File: config.mk
export PLATFORM = sky130hd
export DESIGN_NAME = alu_muldiv
export DESIGN_NICKNAME = d
export VERILOG_FILES = /design/src/rtl/muldiv_pkg.sv /design/src/rtl/muldiv_step.sv /design/src/rtl/alu_muldiv.sv
export SDC_FILE = /design/constraint.sdc
export NUM_CORES = 1
export LEC_CHECK = 0
export ABC_CLOCK_PERIOD_IN_PS = 9950
export CORE_ASPECT_RATIO = 0.75
export CORE_MARGIN = 1
export CORE_UTILIZATION = 30
export CTS_BUF_LIST = sky130_fd_sc_hd__clkbuf_4
export DETAILED_ROUTE_END_ITERATION = 8
export PLACE_DENSITY = 0.55
export SLEW_MARGIN = 20
export SYNTH_ARGS = -nofsm -noshare
export SYNTH_HDL_FRONTEND = slang
export SYNTH_HIERARCHICAL = 1
export SYNTH_SLANG_ARGS = --single-unit
File: constraint.sdc
create_clock -name clk -period 9.95 [get_ports clk]
set_input_delay 1.99 -clock clk [delete_from_list [all_inputs] [get_ports clk]]
set_output_delay 1.99 -clock clk [all_outputs]
set_load 0.05 [all_outputs]
File: src/rtl/muldiv_pkg.sv
// Shared encodings for the iterative multiply/divide unit.
// Holds op codes, FSM state enum and the iteration count.
package muldiv_pkg;

    localparam int ITER = 32;

    typedef enum logic [1:0] {
        OP_MULTU = 2'b00,
        OP_MULT  = 2'b01,
        OP_DIVU  = 2'b10,
        OP_DIV   = 2'b11
    } op_e;

    typedef enum logic [1:0] {
        ST_IDLE = 2'b00,
        ST_CALC = 2'b01,
        ST_SIGN = 2'b10
    } state_e;

endpackage

File: src/rtl/muldiv_step.sv
// One radix-2 iteration: conditional add + right shift (multiply) or left shift + trial subtract (divide).
// Purely combinational, zero latency; no flow control.
module muldiv_step #(
    parameter int WIDTH = 32
) (
    input  logic               i_div,
    input  logic [2*WIDTH:0]   i_acc,
    input  logic [WIDTH-1:0]   i_b,
    output logic [2*WIDTH:0]   o_acc
);

    logic [WIDTH:0] w_sum;
    logic [WIDTH:0] w_rem_sh;
    logic [WIDTH:0] w_diff;

    // The carry bit of the accumulator is always clear between steps, so it folds into the adder.
    assign w_sum    = i_acc[2*WIDTH:WIDTH] + (i_acc[0] ? {1'b0, i_b} : {(WIDTH+1){1'b0}});
    assign w_rem_sh = {i_acc[2*WIDTH-1:WIDTH], i_acc[WIDTH-1]};
    assign w_diff   = w_rem_sh - {1'b0, i_b};

    always_comb begin
        o_acc = {1'b0, w_sum, i_acc[WIDTH-1:1]};
        if (i_div) begin
            if (!w_diff[WIDTH]) begin
                o_acc = {w_diff, i_acc[WIDTH-2:0], 1'b1};
            end else begin
                o_acc = {w_rem_sh, i_acc[WIDTH-2:0], 1'b0};
            end
        end
    end

endmodule

File: src/rtl/alu_muldiv.sv
// Iterative MULT/MULTU/DIV/DIVU unit writing a 64-bit result into HI/LO.
// Fixed 33-cycle latency from start sample to done; start while busy is dropped, cancel aborts.
module alu_muldiv
    import muldiv_pkg::*;
#(
    parameter int WIDTH = ITER
) (
    input  logic             clk,
    input  logic             rst_n,
    input  logic             start,
    input  logic [1:0]       op,
    input  logic [WIDTH-1:0] opa,
    input  logic [WIDTH-1:0] opb,
    input  logic             cancel,
    output logic             busy,
    output logic             done,
    output logic [WIDTH-1:0] hi,
    output logic [WIDTH-1:0] lo
);

    localparam int             CW   = $clog2(WIDTH);
    localparam logic [CW-1:0]  LAST = CW'(WIDTH - 1);

    state_e             r_state;
    logic [CW-1:0]      r_cnt;
    logic               r_div;
    logic               r_neg_lo;
    logic               r_neg_hi;
    logic [2*WIDTH:0]   r_acc;
    logic [WIDTH-1:0]   r_b;
    logic               r_busy;
    logic               r_done;
    logic [WIDTH-1:0]   r_hi;
    logic [WIDTH-1:0]   r_lo;

    logic               w_div;
    logic               w_signed;
    logic               w_sa;
    logic               w_sb;
    logic [WIDTH-1:0]   w_ma;
    logic [WIDTH-1:0]   w_mb;
    logic [2*WIDTH:0]   w_acc_nxt;
    logic [2*WIDTH-1:0] w_prod;
    logic [WIDTH-1:0]   w_hi_fix;
    logic [WIDTH-1:0]   w_lo_fix;

    assign w_div    = (op == OP_DIVU) || (op == OP_DIV);
    assign w_signed = (op == OP_MULT) || (op == OP_DIV);
    assign w_sa     = w_signed & opa[WIDTH-1];
    assign w_sb     = w_signed & opb[WIDTH-1];
    assign w_ma     = w_sa ? -opa : opa;
    assign w_mb     = w_sb ? -opb : opb;
    assign w_prod   = r_acc[2*WIDTH-1:0];

    muldiv_step #(.WIDTH(WIDTH)) u_step (
        .i_div (r_div),
        .i_acc (r_acc),
        .i_b   (r_b),
        .o_acc (w_acc_nxt)
    );

    always_comb begin
        w_hi_fix = w_prod[2*WIDTH-1:WIDTH];
        w_lo_fix = w_prod[WIDTH-1:0];
        if (r_div) begin
            if (r_neg_hi) w_hi_fix = -w_prod[2*WIDTH-1:WIDTH];
            if (r_neg_lo) w_lo_fix = -w_prod[WIDTH-1:0];
        end else if (r_neg_lo) begin
            {w_hi_fix, w_lo_fix} = -w_prod;
        end
    end

    always_ff @(posedge clk or negedge rst_n) begin
        if (!rst_n) begin
            r_state  <= ST_IDLE;
            r_cnt    <= '0;
            r_div    <= 1'b0;
            r_neg_lo <= 1'b0;
            r_neg_hi <= 1'b0;
            r_acc    <= '0;
            r_b      <= '0;
            r_busy   <= 1'b0;
            r_done   <= 1'b0;
            r_hi     <= '0;
            r_lo     <= '0;
        end else begin
            r_done <= 1'b0;
            if (cancel) begin
                r_state <= ST_IDLE;
                r_busy  <= 1'b0;
            end else begin
                case (r_state)
                    ST_IDLE: begin
                        if (start) begin
                            r_state  <= ST_CALC;
                            r_busy   <= 1'b1;
                            r_cnt    <= '0;
                            r_div    <= w_div;
                            // Divide by zero keeps the all-ones quotient; remainder fix restores opa.
                            r_neg_lo <= (w_sa ^ w_sb) & ~(w_div && (opb == '0));
                            r_neg_hi <= w_sa;
                            r_acc    <= {{(WIDTH+1){1'b0}}, (w_div ? w_ma : w_mb)};
                            r_b      <= w_div ? w_mb : w_ma;
                        end
                    end
                    ST_CALC: begin
                        r_acc <= w_acc_nxt;
                        r_cnt <= r_cnt + 1'b1;
                        if (r_cnt == LAST) r_state <= ST_SIGN;
                    end
                    ST_SIGN: begin
                        r_hi    <= w_hi_fix;
                        r_lo    <= w_lo_fix;
                        r_done  <= 1'b1;
                        r_busy  <= 1'b0;
                        r_state <= ST_IDLE;
                    end
                    default: r_state <= ST_IDLE;
                endcase
            end
        end
    end

    assign busy = r_busy;
    assign done = r_done;
    assign hi   = r_hi;
    assign lo   = r_lo;

endmodule

Word-level counts from Yosys, hierarchy flattened --
Cells that the tools add are included.
Word-level totals: logic and storage cells 72, output and inout port bits 66, bits in registers 173
Cells by class: multiplexer cells 26, $add $sub $neg 8, reductions and logical operators 12, equality and inequality tests 9, bitwise operators 6
Operators with widths (number):
- 32-bit 2-to-1 mux | 11
- 65-bit 2-to-1 mux | 3
- 65-bit case mux with 2 select lines | 1
- 32-bit negator | 4
- 64-bit negator | 1
- 33-bit adder | 1
- 33-bit by 32-bit subtractor with 33-bit output | 1
- 32-bit logical NOT | 1
- 5-bit case mux with 2 select lines | 1
- 2-bit equality test, second input constant | 3
- 2-bit 2-to-1 mux | 3
- 3-bit inequality test, second input constant | 2
- 2-bit AND reduction | 3
- 3-bit AND reduction | 2
- 5-bit by 1-bit adder with 5-bit output, second input constant | 1
- 5-bit equality test, second input constant | 1
- 5-bit 2-to-1 mux | 1
- 2-bit by 1-bit equality test with 1-bit output, second input constant | 2
- 1-bit 2-to-1 mux | 4
- 2-bit case mux with 2 select lines | 1
- 1-bit AND | 3
- 3-bit nonzero test | 1
- 2-bit logical NOT | 1
- 1-bit logical OR | 2
- 6 further kinds | 7

Depth between registers and ports, before layout --
Gate-level depths: netlist of run 1.
word-level depth 7, depth in mapped cells 21

Cells and area by module --
Netlist of run 1, hierarchy kept.
Modules (own cells, without submodules):
- alu_muldiv | seq. area each 4329.2 um^2, cells each 1301, instances 1, area an instance 10850.4 um^2
- muldiv_step | seq. area each 0.0 um^2, cells each 692, instances 1, area an instance 4727.0 um^2

Least setup slack after synthesis of run 1 --
OpenSTA, ideal clock, no wires.
kind register to register, start point reg r_acc[31], end point reg r_acc[57], data required time 9833 ps, cell stages (with the launch flop) 20, arrival 3858 ps, setup slack 5974 ps, cells stage by stage dfrtp_1 > inv_1 > ha_1 > fa_1 > nand2b_1 > a211oi_2 > o21ai_1 > or3_4 > nand2_4 > a31oi_4 > o31ai_4 > nand3_1 > nand2_1 > ha_1 > clkbuf_1 > buf_1 > nand2_1 > o221a_2 > nand3_1 > nand2_1
On the way: longest elaborated chain between the ends 4
Ends and longest elaborated chain:
- start, declared | RTL line alu_muldiv.sv:29 | logic [2*WIDTH:0] r_acc;
- start signal, assigned | RTL line alu_muldiv.sv:102 | r_acc <= {{(WIDTH+1){1'b0}}, (w_div ? w_ma : w_mb)};
- start signal, assigned | RTL line alu_muldiv.sv:107 | r_acc <= w_acc_nxt;
- 33-bit by 32-bit subtractor with 33-bit output | RTL line muldiv_step.sv:19 | assign w_diff = w_rem_sh - {1'b0, i_b};
- 65-bit 2-to-1 mux | RTL line muldiv_step.sv:24 | if (!w_diff[WIDTH]) begin
- 65-bit 2-to-1 mux | RTL line muldiv_step.sv:23 | if (i_div) begin
- via w_acc_nxt[57] | RTL line alu_muldiv.sv:42 | logic [2*WIDTH:0] w_acc_nxt;
- 65-bit case mux with 2 select lines | RTL line alu_muldiv.sv:92 | case (r_state)
The timed path passes the listed nets, and every way through them passes these cells. A chain may end at the register's enable or synchronous reset.

Worst setup path in the final report of run 1 --
start point reg r_acc[31], end point reg r_acc[60]
Same word-level chain as after synthesis.

==> results of run 1 <==
## area by class of cell
cell class	instances	share of cell area, %
inverters	65	1.365
diodes	4	0.05601
multi-input cells	1637	59.14
clock buffers	17	0.7141
well taps	693	4.852
repair buffers	156	8.450
clock inverters	15	1.183
flip-flops and latches	173	24.24
## critical path, delay by kind of cell, from the launching register on
family / cells / cell delay, ns
compound gates: 5 / 0.97
fa+ha+maj: 3 / 0.76
buf+inv: 3 / 0.99
flops: 1 / 0.53
mux: 1 / 0.17
simple gates: 8 / 1.55
## logic make-up after synthesis
logic type,Yosys count,synth area share [%]
and+or+nand+nor,753,23.78
AOI/OAI and AO/OA,581,24.02
buffers and inverters,183,4.546
DFF,173,27.79
xor gates and xnor gates,154,8.659
muxes,76,5.245
adders and majority gates,73,5.960
## flip-flops by register name, summed over array words and instances (netlist names), 2 cells and up
name	cells
hi	32
r_b	32
lo	32
r_acc	65
r_cnt	5
r_state	2
## layout by cell type, fill, tap and decap left out, types with 45 or more instances in the layout
master             n
clkdlybuf4s50_1  134
nor2_1           148
xor2_1            82
a21oi_1          146
xnor2_1           72
dfrtp_1          172
nand3_1           75
mux2_2            45
inv_1             63
o21ai_0          147
nand2_1          273
ha_1              71
## report_power, final
group / total (mW) / leakage (nW) / switching, mW / internal (mW)
combinational: 2.71 / 4.96 / 1.67 / 1.04
sequential: 1.26 / 2.26 / 0.424 / 0.837
clock: 0.493 / 0.179 / 0.325 / 0.168
## per-stage QoR
stage | std cells | worst slack, ns
after detailed placement | 2724 | 4.917
after floorplan | 1993 | 5.974
after global routing | 2759 | 4.628
final | 2760 | 4.845
after CTS | 2756 | 4.989
after global placement | 2724 | 5.029
## final timing paths
path,start,endpoint,slack [ns],depth (start not counted)
setup / recovery,r_acc[31]$_DFFE_PN0P_,r_acc[60]$_DFFE_PN0P_,4.84,20
hold / removal,lo[8]$_DFFE_PN0P_,lo[8]$_DFFE_PN0P_,0.50,2
setup reg to reg,r_acc[31]$_DFFE_PN0P_,r_acc[60]$_DFFE_PN0P_,4.84,20
hold reg to reg,lo[8]$_DFFE_PN0P_,lo[8]$_DFFE_PN0P_,0.50,2
max in group asynchronous,rst_n,r_b[12]$_DFFE_PN0P_,6.73,3
min in group asynchronous,rst_n,lo[11]$_DFFE_PN0P_,1.29,1
## metal layers
| layer | global-route usage [%] | vias to the layer above | routed length, um |
|---|---|---|---|
| met1 | 34.18 | 7630 | 29760 |
| met4 | 4.924 | 0 | 924 |
| met5 | 0 | - | 0 |
| li1 | - | 7381 | - |
| met2 | 31.58 | 699 | 23920 |
| met3 | 4.843 | 71 | 4963 |
==> run_results.csv, run 1 <==
group,metric,value,unit
grt,track_usage,22.42,%
drt,routed_via_density,5.718,
clocking,post_cts_resized,0,
drt,wl,59570,um
placed_design,globalplace.congestion,0.9135,
run_status,outcome,"completed",
setup_path,crit_chain,"inv_1 > ha_1 > fa_1 > nand2b_1 > a211oi_2 > o21ai_1 > or3_4 > nand2_4 > a31oi_4 > o31ai_4 > nand3_1 > nand2_1 > ha_1 > buf_4 > inv_1 > or3_1 > mux2i_1 > o21ai_0 > nand3_1 > nand2_1",
synth,ys_types,89,
clocking,clockBufferDepth,2,
setup_path,end_kind,"flip-flop",
clocking,cts_root_buffer,"clkbuf_4",
timing,slew_viol_final,0,
floorplan,initial_core_util,30.71,%
timing,holdWs,0.5040,ns
grt,grt_max_degree,88,
final_layout,fin_area,17870,um2
clocking,cts.htree.levels,4,
synth,async_reset_ff_share,100.0,%
synth,synth_area_per_cell,7.816,um2
setup_path,cpPeakStageDelay,0.53,ns
grt,grt_pass1_wl,91180,um
flow_run,maxCapViolations,0,
timing,tightest_slew,0.9844,ns
drt,dr.pass1.iters,5,
floorplan,die_y,199.3,um
timing,rsz0062_at_grt,"no",
synth,synthTopCellsByArea,"dfrtp_1 28%, nand2_1 6.6%, ha_1 5.7%",
synth,synth_top_area_cell,"dfrtp_1",
placed_design,dp_hpwl,45540,um
setup_path,path_max_fanout,26,
timing,fin_tns_setup,0,ns
final_layout,fillCellCount,5346,
timing,finalCriticalPeriod,5.105,ns
synth,ys_ff_latch,173,
pwr,vdd.ir_drop.worst,0.09336,mV
final_layout,utilization,35.23,%
setup_path,worstPathArrival,5.67,ns
final_layout,nets,2193,
synth,synthesis.area,15580,um2
synth,synthesis.instances,1993,
floorplan,die_w,265.1,um
pwr,p_total,4.463,mW
timing,clock.fmax,195.9,MHz
min_path,hp-class,"flip-flop to flip-flop",
timing,finalHoldViolations,0,
clocking,clk_pin_slew,0.17,ns
setup_path,worstPathRequired,10.52,ns
placed_design,portBuffers,135,
grt,overflow,0,
synth,synth_common_cells,"274 x nand2_1, 173 x dfrtp_1, 149 x nor2_1, 147 x o21ai_0, 146 x a21oi_1",
clocking,cts_setup_buffers,0,
pwr,powerDensity,249.7,nW/um2
drt,drc_errors,0,
clocking,cts_buffers,17,
floorplan,rows,71,
drt,drt_first_iter_violations,1753,
setup_path,startpoint_type,"flip-flop",
timing,finalClockSkew,0.03026,ns
synth,ys_seq_area_share,27.79,%
setup_path,path_class,"flip-flop to flip-flop",
drt,ant_nets,0,
clocking,tritoncts,"done",
synth,yosysMostFrequentCell,"nand2_1",
synth,ys_warn_count,6,
final_layout,multi_input_area,10570,um2
floorplan,ios,136,
timing,finalSetupViolCount,0,
synth,synth_top_area_share,27.79,%
timing,period_share,51.31,%
grt,antenna_found_initial,3,
final_layout,areaGrowthSynthToFinish,14.73,%
setup_path,critPathSlowestCell,"dfrtp_1",
clocking,cts_hold_buf,0,
clocking,clkLatencyLatePin,0.68,ns
final_layout,drive_above_1_share,7.222,%
final_layout,regArea,4333,um2
drt,wl_per_cell,21.58,um
pwr,cellLeakagePower,7.398,nW
floorplan,dieArea,52850,um2
synth,synthesis.nets,2136,
clocking,cts.sinks,173,
timing,slew_headroom,34.21,%
placed_design,post_dp_cell_area,17520,um2
synth,synthFlopType,"dfrtp_1",
drt,vias,15780,
grt,grt_pass1_vias,14690,
floorplan,core_area,50720,um2
synth,synth_edf_count,0,
Power figures use the tool's default switching activity.
==> run 2: changes to the inputs <==
--- a/config.mk
+++ b/config.mk
@@ -5,7 +5,7 @@
 export SDC_FILE = /design/constraint.sdc
 export NUM_CORES = 1
 export LEC_CHECK = 0
-export ABC_CLOCK_PERIOD_IN_PS = 9950
+export ABC_CLOCK_PERIOD_IN_PS = 5000
 export CORE_ASPECT_RATIO = 0.75
 export CORE_MARGIN = 1
 export CORE_UTILIZATION = 30
==> constraint.sdc (replaced) <==
create_clock -name clk -period 5 [get_ports clk]
set_input_delay 1 -clock clk [delete_from_list [all_inputs] [get_ports clk]]
set_output_delay 1 -clock clk [all_outputs]
set_load 0.05 [all_outputs]
==> run_results.csv, run 2 (synthesis results as in run 1) <==
group,metric,value,unit
placed_design,dp_hpwl,45840,um
final_layout,utilization,35.48,%
setup_path,r2r_start,"r_acc[31]$_DFFE_PN0P_",
timing,slew_headroom,34.12,%
setup_path,startpoint_type,"flip-flop",
setup_path,worstPathRequired,5.58,ns
grt,grt_pass1_vias,14490,
timing,holdWs,0.3180,ns
timing,finalHoldViolations,0,
setup_path,path_max_fanout,25,
setup_path,worstPathArrival,5.04,ns
floorplan,die_y,199.3,um
clocking,cts.htree.levels,4,
setup_path,reg2reg_slack,0.55,ns
timing,finalSetupViolCount,0,
final_layout,layout_common_cells,"273 x nand2_1, 172 x dfrtp_1, 148 x nor2_1",
drt,drc_errors,0,
clocking,post_cts_resized,0,
drt,wl_per_cell,21.31,um
clocking,tritoncts,"done",
grt,grt_max_degree,124,
timing,fin_tns_setup,0,ns
clocking,cts.sinks,173,
timing,period_share,89.05,%
pwr,vdd.ir_drop.worst,0.2565,mV
pwr,powerDensity,489.0,nW/um2
placed_design,post_dp_cell_area,17730,um2
grt,antenna_found_initial,1,
pwr,cellLeakagePower,7.495,nW
placed_design,portBuffers,135,
drt,dr.pass1.iters,6,
timing,finalCriticalPeriod,4.453,ns
timing,slew_viol_final,0,
timing,tightest_slew,0.9857,ns
drt,drt_first_iter_violations,1722,
setup_path,ff2ff_path_depth,19,
clocking,cts_hold_buf,0,
final_layout,areaGrowthSynthToFinish,15.54,%
pwr,p_total,8.801,mW
clocking,clk_pin_slew,0.21,ns
final_layout,fillCellCount,5299,
clocking,cts_root_buffer,"clkbuf_4",
floorplan,dieArea,52850,um2
floorplan,rows,71,
setup_path,path_class,"flip-flop to flip-flop",
final_layout,largest_reg_flops,65,
final_layout,drive_above_1_share,8.241,%
floorplan,die_w,265.1,um
setup_path,end_kind,"flip-flop",
floorplan,ios,136,
grt,overflow,0,
floorplan,initial_core_util,30.71,%
drt,routed_via_density,5.692,
clocking,clkLatencyLatePin,0.70,ns
timing,clock.fmax,224.6,MHz
min_path,hp-class,"input port to asynchronous set/reset pin",
flow_run,maxCapViolations,0,
drt,ant_nets,0,
clocking,clockBufferDepth,2,
timing,rsz0062_at_grt,"no",
final_layout,regMostFlops,"r_acc",
floorplan,core_area,50720,um2
timing,finalClockSkew,0.04569,ns
final_layout,nets,2217,
final_layout,fin_area,18000,um2
drt,vias,15830,
final_layout,layout.cells.most_common,"nand2_1",
grt,grt_pass1_wl,90400,um
drt,wl,59270,um
grt,track_usage,22.39,%
run_status,outcome,"completed",
placed_design,globalplace.congestion,0.9206,
clocking,cts_setup_buffers,0,
clocking,cts_buffers,17,
setup_path,r2r-end,"r_acc[62]$_DFFE_PN0P_",
run 2: how the worst max path moves through the flow:
stage / start / endpoint / cells after the start
global route: r_acc[31]$_DFFE_PN0P_ / r_acc[62]$_DFFE_PN0P_ / 19
global placement: r_acc[31]$_DFFE_PN0P_ / r_acc[62]$_DFFE_PN0P_ / 19
CTS: r_acc[31]$_DFFE_PN0P_ / r_acc[62]$_DFFE_PN0P_ / 19
floorplan: r_acc[31]$_DFFE_PN0P_ / r_acc[57]$_DFFE_PN0P_ / 19
finish: r_acc[31]$_DFFE_PN0P_ / r_acc[62]$_DFFE_PN0P_ / 19
detailed placement: r_acc[31]$_DFFE_PN0P_ / r_acc[62]$_DFFE_PN0P_ / 19
run 2: per-layer routing:
metal | global-route usage (%) | vias up | part of all wire, %
li1 | - | 7435 | -
met1 | 33.84 | 7625 | 49
met2 | 31.63 | 706 | 40
met3 | 5.213 | 63 | 8.9
met4 | 4.945 | 0 | 1.8
met5 | 0 | - | 0
run 2: cell type report:
| cell class | count | area [um2] | area share (%) |
|---|---|---|---|
| clock buffers | 18 | 135.1 | 0.7508 |
| flip-flops and latches | 173 | 4333 | 24.07 |
| clock inverters | 14 | 132.6 | 0.7369 |
| repair buffers | 180 | 1715 | 9.531 |
| well taps | 693 | 867.1 | 4.818 |
| diodes | 1 | 2.502 | 0.01390 |
| inverters | 65 | 244.0 | 1.356 |
| multi-input cells | 1637 | 10570 | 58.72 |
run 2: per-stage QoR:
| step | worst slack, ns | cells |
|---|---|---|
| global route | 0.3414 | 2781 |
| floorplan | 1.024 | 1993 |
| CTS | 0.6451 | 2780 |
| detailed placement | 0.7066 | 2748 |
| finish | 0.5473 | 2781 |
| global placement | 0.7952 | 2748 |
run 2: critical path, cell delays in order (launching register included):
cell,delay [ns]
dfrtp_1,0.50
inv_1,0.11
ha_1,0.24
fa_1,0.41
nand2b_1,0.20
a211oi_2,0.28
o21ai_1,0.18
or3_4,0.44
nand2_4,0.11
a31oi_4,0.10
o31ai_4,0.29
nand3_1,0.10
nand2_1,0.07
ha_1,0.14
buf_4,0.37
nor2_1,0.19
a221oi_1,0.32
o211ai_1,0.14
nand3_1,0.10
nand2_1,0.07
run 2: power by group:
| group | switching [mW] | leakage, nW | internal [mW] |
|---|---|---|---|
| combinational | 3.51 | 5.09 | 2.14 |
| clock | 0.634 | 0.138 | 0.222 |
| sequential | 0.623 | 2.26 | 1.67 |
| total | 4.76 | 7.49 | 4.04 |
==> patch 1, RTL diff (settings of run 2) <==
Reset style: synchronous (`rst_n`), changed in one clocked block.
--- a/src/rtl/alu_muldiv.sv
+++ b/src/rtl/alu_muldiv.sv
@@ -72,3 +72,3 @@
 
-    always_ff @(posedge clk or negedge rst_n) begin
+    always_ff @(posedge clk) begin
         if (!rst_n) begin
Check against the original RTL: differs if rst_n is asserted again (counterexample within 4 cycles, from zero or initial values and one cycle with rst_n low); with rst_n held inactive, the same outputs for 10 cycles.
==> patch 1 against run 2 <==
Utilization down 0.18 points. Synthesized cell count up 0.80%. Critical path depth unchanged. Synthesized area down 4.2%. Sequential cell count unchanged. Wire length up 3.1%. Final area down 4.1%. Worst setup slack worse by 220 ps. Critical path type unchanged.
Power is not compared: it rests on default switching activity, and its combinational part moved more than twofold at a synthesized area within 25%.
==> patch 1: results <==
[detailed_routing]
post_drt_wl_per_cell_um = 22.3
via_per_inst = 5.90
dr_wl_met2_um = 23500
firstDrtPassIters = 7
drt_iter0_drc = 2001

[placement]
dp_hpwl_um = 47300

[grt]
grt_first_pass_wirelength_um = 91600
grt_usage = 0.236
grt_max_degree = 65
antenna_found_initial = 2

[synth]
synth_compound_area_frac = 0.279
synthTopCellsByArea = "dfxtp_1 23%, a21oi_1 6.8%, ha_1 6.0%"
synth-main-ff-cell = "dfxtp_1"
synth_cell_types = 91
muxShareOfSynthArea = 0.0430

[final_layout]
nets = 2224
drive_above_1_share = 0.0745
num-fill-cells = 5169

[critical_path]
critical_path_peak_fanout = 16
crit_slowest_cell = "inv_1"
cp.arrival_ps = 5210
critPathMaxStageDelay_ps = 550

[outcome]
outcome = "finished, final reports clean"

[sta]
maxSlewHeadroom = 0.369

[clock_network]
clk_pin_slew_ps = 180
-- patch 1: cell count changes after synthesis, moves of 20 or more --
cell / before / now
nand2_1: 274 / 187
dfrtp_1: 173 / 0
o21ai_0: 147 / 116
nand3_1: 75 / 95
a21oi_1: 146 / 202
dfxtp_1: 0 / 173
nor2_1: 149 / 170
a211oi_1: 18 / 38
-- patch 1: final cells by class --
cell class	count	area (um^2)	share of cell area
Sequential cell	173	3470	0.201
Antenna cell	2	5.00	0.000290
Tap cell	648	811	0.0470
Multi-Input combinational cell	1646	10800	0.623
Clock inverter	14	155	0.00899
Inverter	69	259	0.0150
Timing Repair Buffer	174	1660	0.0964
Clock buffer	18	135	0.00783
-- patch 1: worst max-delay path: cells and delay by family (launching register included) --
family | cells | cell delay [ps]
AO/OA/AOI/OAI | 7 | 1230
adder cells (fa/ha/maj) | 3 | 920
buffers and inverters | 2 | 680
flip-flops | 1 | 530
AND/OR/NAND/NOR | 7 | 1170
-- patch 1: logic make-up (layout without fill, tap and decap cells) --
| family | Yosys count | in the layout |
|---|---|---|
| adder cells (fa/ha/maj) | 73 | 73 |
| AND/OR/NAND/NOR | 721 | 721 |
| multiplexers | 60 | 60 |
| flip-flops | 173 | 173 |
| AO/OA/AOI/OAI | 641 | 641 |
| XOR/XNOR | 151 | 151 |
| other | 0 | 2 |
| buffers and inverters | 190 | 275 |
-- patch 1: worst paths after layout --
path                               start                      to  slack, ps  depth (start not counted)
setup / recovery  r_acc[31]$_SDFFE_PN0P_  r_acc[61]$_SDFFE_PN0P_        330                         19
setup reg to reg  r_acc[31]$_SDFFE_PN0P_  r_acc[61]$_SDFFE_PN0P_        330                         19
hold reg to reg       lo[0]$_SDFFE_PN0P_      lo[0]$_SDFFE_PN0P_        470                          2
hold / removal        lo[0]$_SDFFE_PN0P_      lo[0]$_SDFFE_PN0P_        470                          2
-- patch 1: metal layers --
layer  up-vias  global-route usage
li1       7594                   -
met1      7777               0.379
met2       768               0.309
met3        53              0.0511
met4         2              0.0436
met5         -                   0
-- patch 1: power breakdown --
group | internal (mW) | total (mW) | switching (mW) | leakage (nW)
clock network | 0.273 | 0.890 | 0.617 | 0.154
logic | 0.361 | 0.988 | 0.626 | 5.00
registers | 1.42 | 1.52 | 0.102 | 1.40
-- patch 1: per-stage QoR --
step	hold slack, ps	util	setup slack, ps	power [mW]	area, um^2
3_3_place_gp	446	0.347	564	2.50	17000
5_1_grt	491	0.353	138	3.54	17300
2_1_floorplan	427	-	979	2.14	14900
4_1_cts	472	0.353	449	3.38	17200
3_5_place_dp	452	0.347	469	2.50	17000
6_report	468	0.353	325	3.40	17300
==> patch 2, RTL diff (config.mk and constraints of run 2) <==
Made on the original files. Set the package constant `ITER` to 16 (it was 32).
--- a/src/rtl/muldiv_pkg.sv
+++ b/src/rtl/muldiv_pkg.sv
@@ -4,3 +4,3 @@
 
-    localparam int ITER = 32;
+    localparam int ITER = 16;
 
Ports: changed (resized hi, lo, opa and opb); port bits go from 136 to 72. No check against the original RTL was run, so the function may have changed too.
==> patch 2 against run 2 <==
Power decreased by 52%. Worst setup slack improved by 490 ps. Critical endpoint is now r_acc[28]$_DFFE_PN0P_. Utilization increased by 0.17 points. Synthesized area decreased by 52%. Final area decreased by 52%. Sequential cell count decreased by 81. Wire length decreased by 64%. Maximum frequency increased by 12%. Critical path type unchanged. First-iteration DRC count decreased by 59%. Die area decreased by 52%. Largest power group unchanged.
==> patch 2: results <==
[detailed_routing]
wl_met3_um = 1220
drt_iter0_drc = 711
vias = 6573
wl_met1_um = 11700
via_per_inst = 5.22

[grt]
grt_use_met2 = 0.222
grt_use_met3 = 0.0284
use_met1 = 0.281
grt_usage = 0.170

[outcome]
outcome = "finished, final reports clean"

[critical_path]
crit_slowest_cell = "ha_1"
regToRegSetupSlack_ps = 1040
r2r-start = "r_acc[15]$_DFFE_PN0P_"
endpoint = "r_acc[28]$_DFFE_PN0P_"
critical_path_peak_fanout = 15

[sta]
fin_crit_ps = 3960

[final_layout]
nets = 999
largest_reg_flops = 33
drive_above_1_share = 0.0864
num-fill-cells = 2497

[placement]
port_buffers = 71
postPlaceCellArea_um2 = 8470

[synth]
synth_cell_types = 81
synth_compound_area_frac = 0.239
seq_area_frac_synth = 0.308
syn_nets = 953

[clock_network]
clock_latency_ps = 490

[pwr]
vdd_ir_drop_max_uv = 178
## patch 2: cell count changes in the layout (fill, tap and decap cells not counted), sizes merged, moves of 28 or more
cell,before,now
nand3,75,10
buf,46,9
inv,70,37
dfrtp,173,92
ha,71,38
clkdlybuf4s50,134,70
xnor2,72,43
nand2,275,103
o21ai,161,93
nor2,149,55
o31ai,35,7
a21oi,148,64
xor2,82,34
## patch 2: power by group through the flow
stage	sequential (mW)	combinational, mW	clock, mW
3_3_place_gp	1.28	2.45	0
4_1_cts	1.27	2.46	0.511
3_5_place_dp	1.29	2.45	0
6_report	1.28	2.49	0.491
2_1_floorplan	1.09	2.02	0
5_1_grt	1.31	2.77	0.533
## patch 2: area by class of cell
class	count	area share
antenna	1	0.000290
clock buffer	9	0.00782
clock inverter	7	0.0110
inverter	34	0.0148
multi-input combinational	705	0.562
sequential	92	0.267
tap	331	0.0480
timing repair buffer	79	0.0890
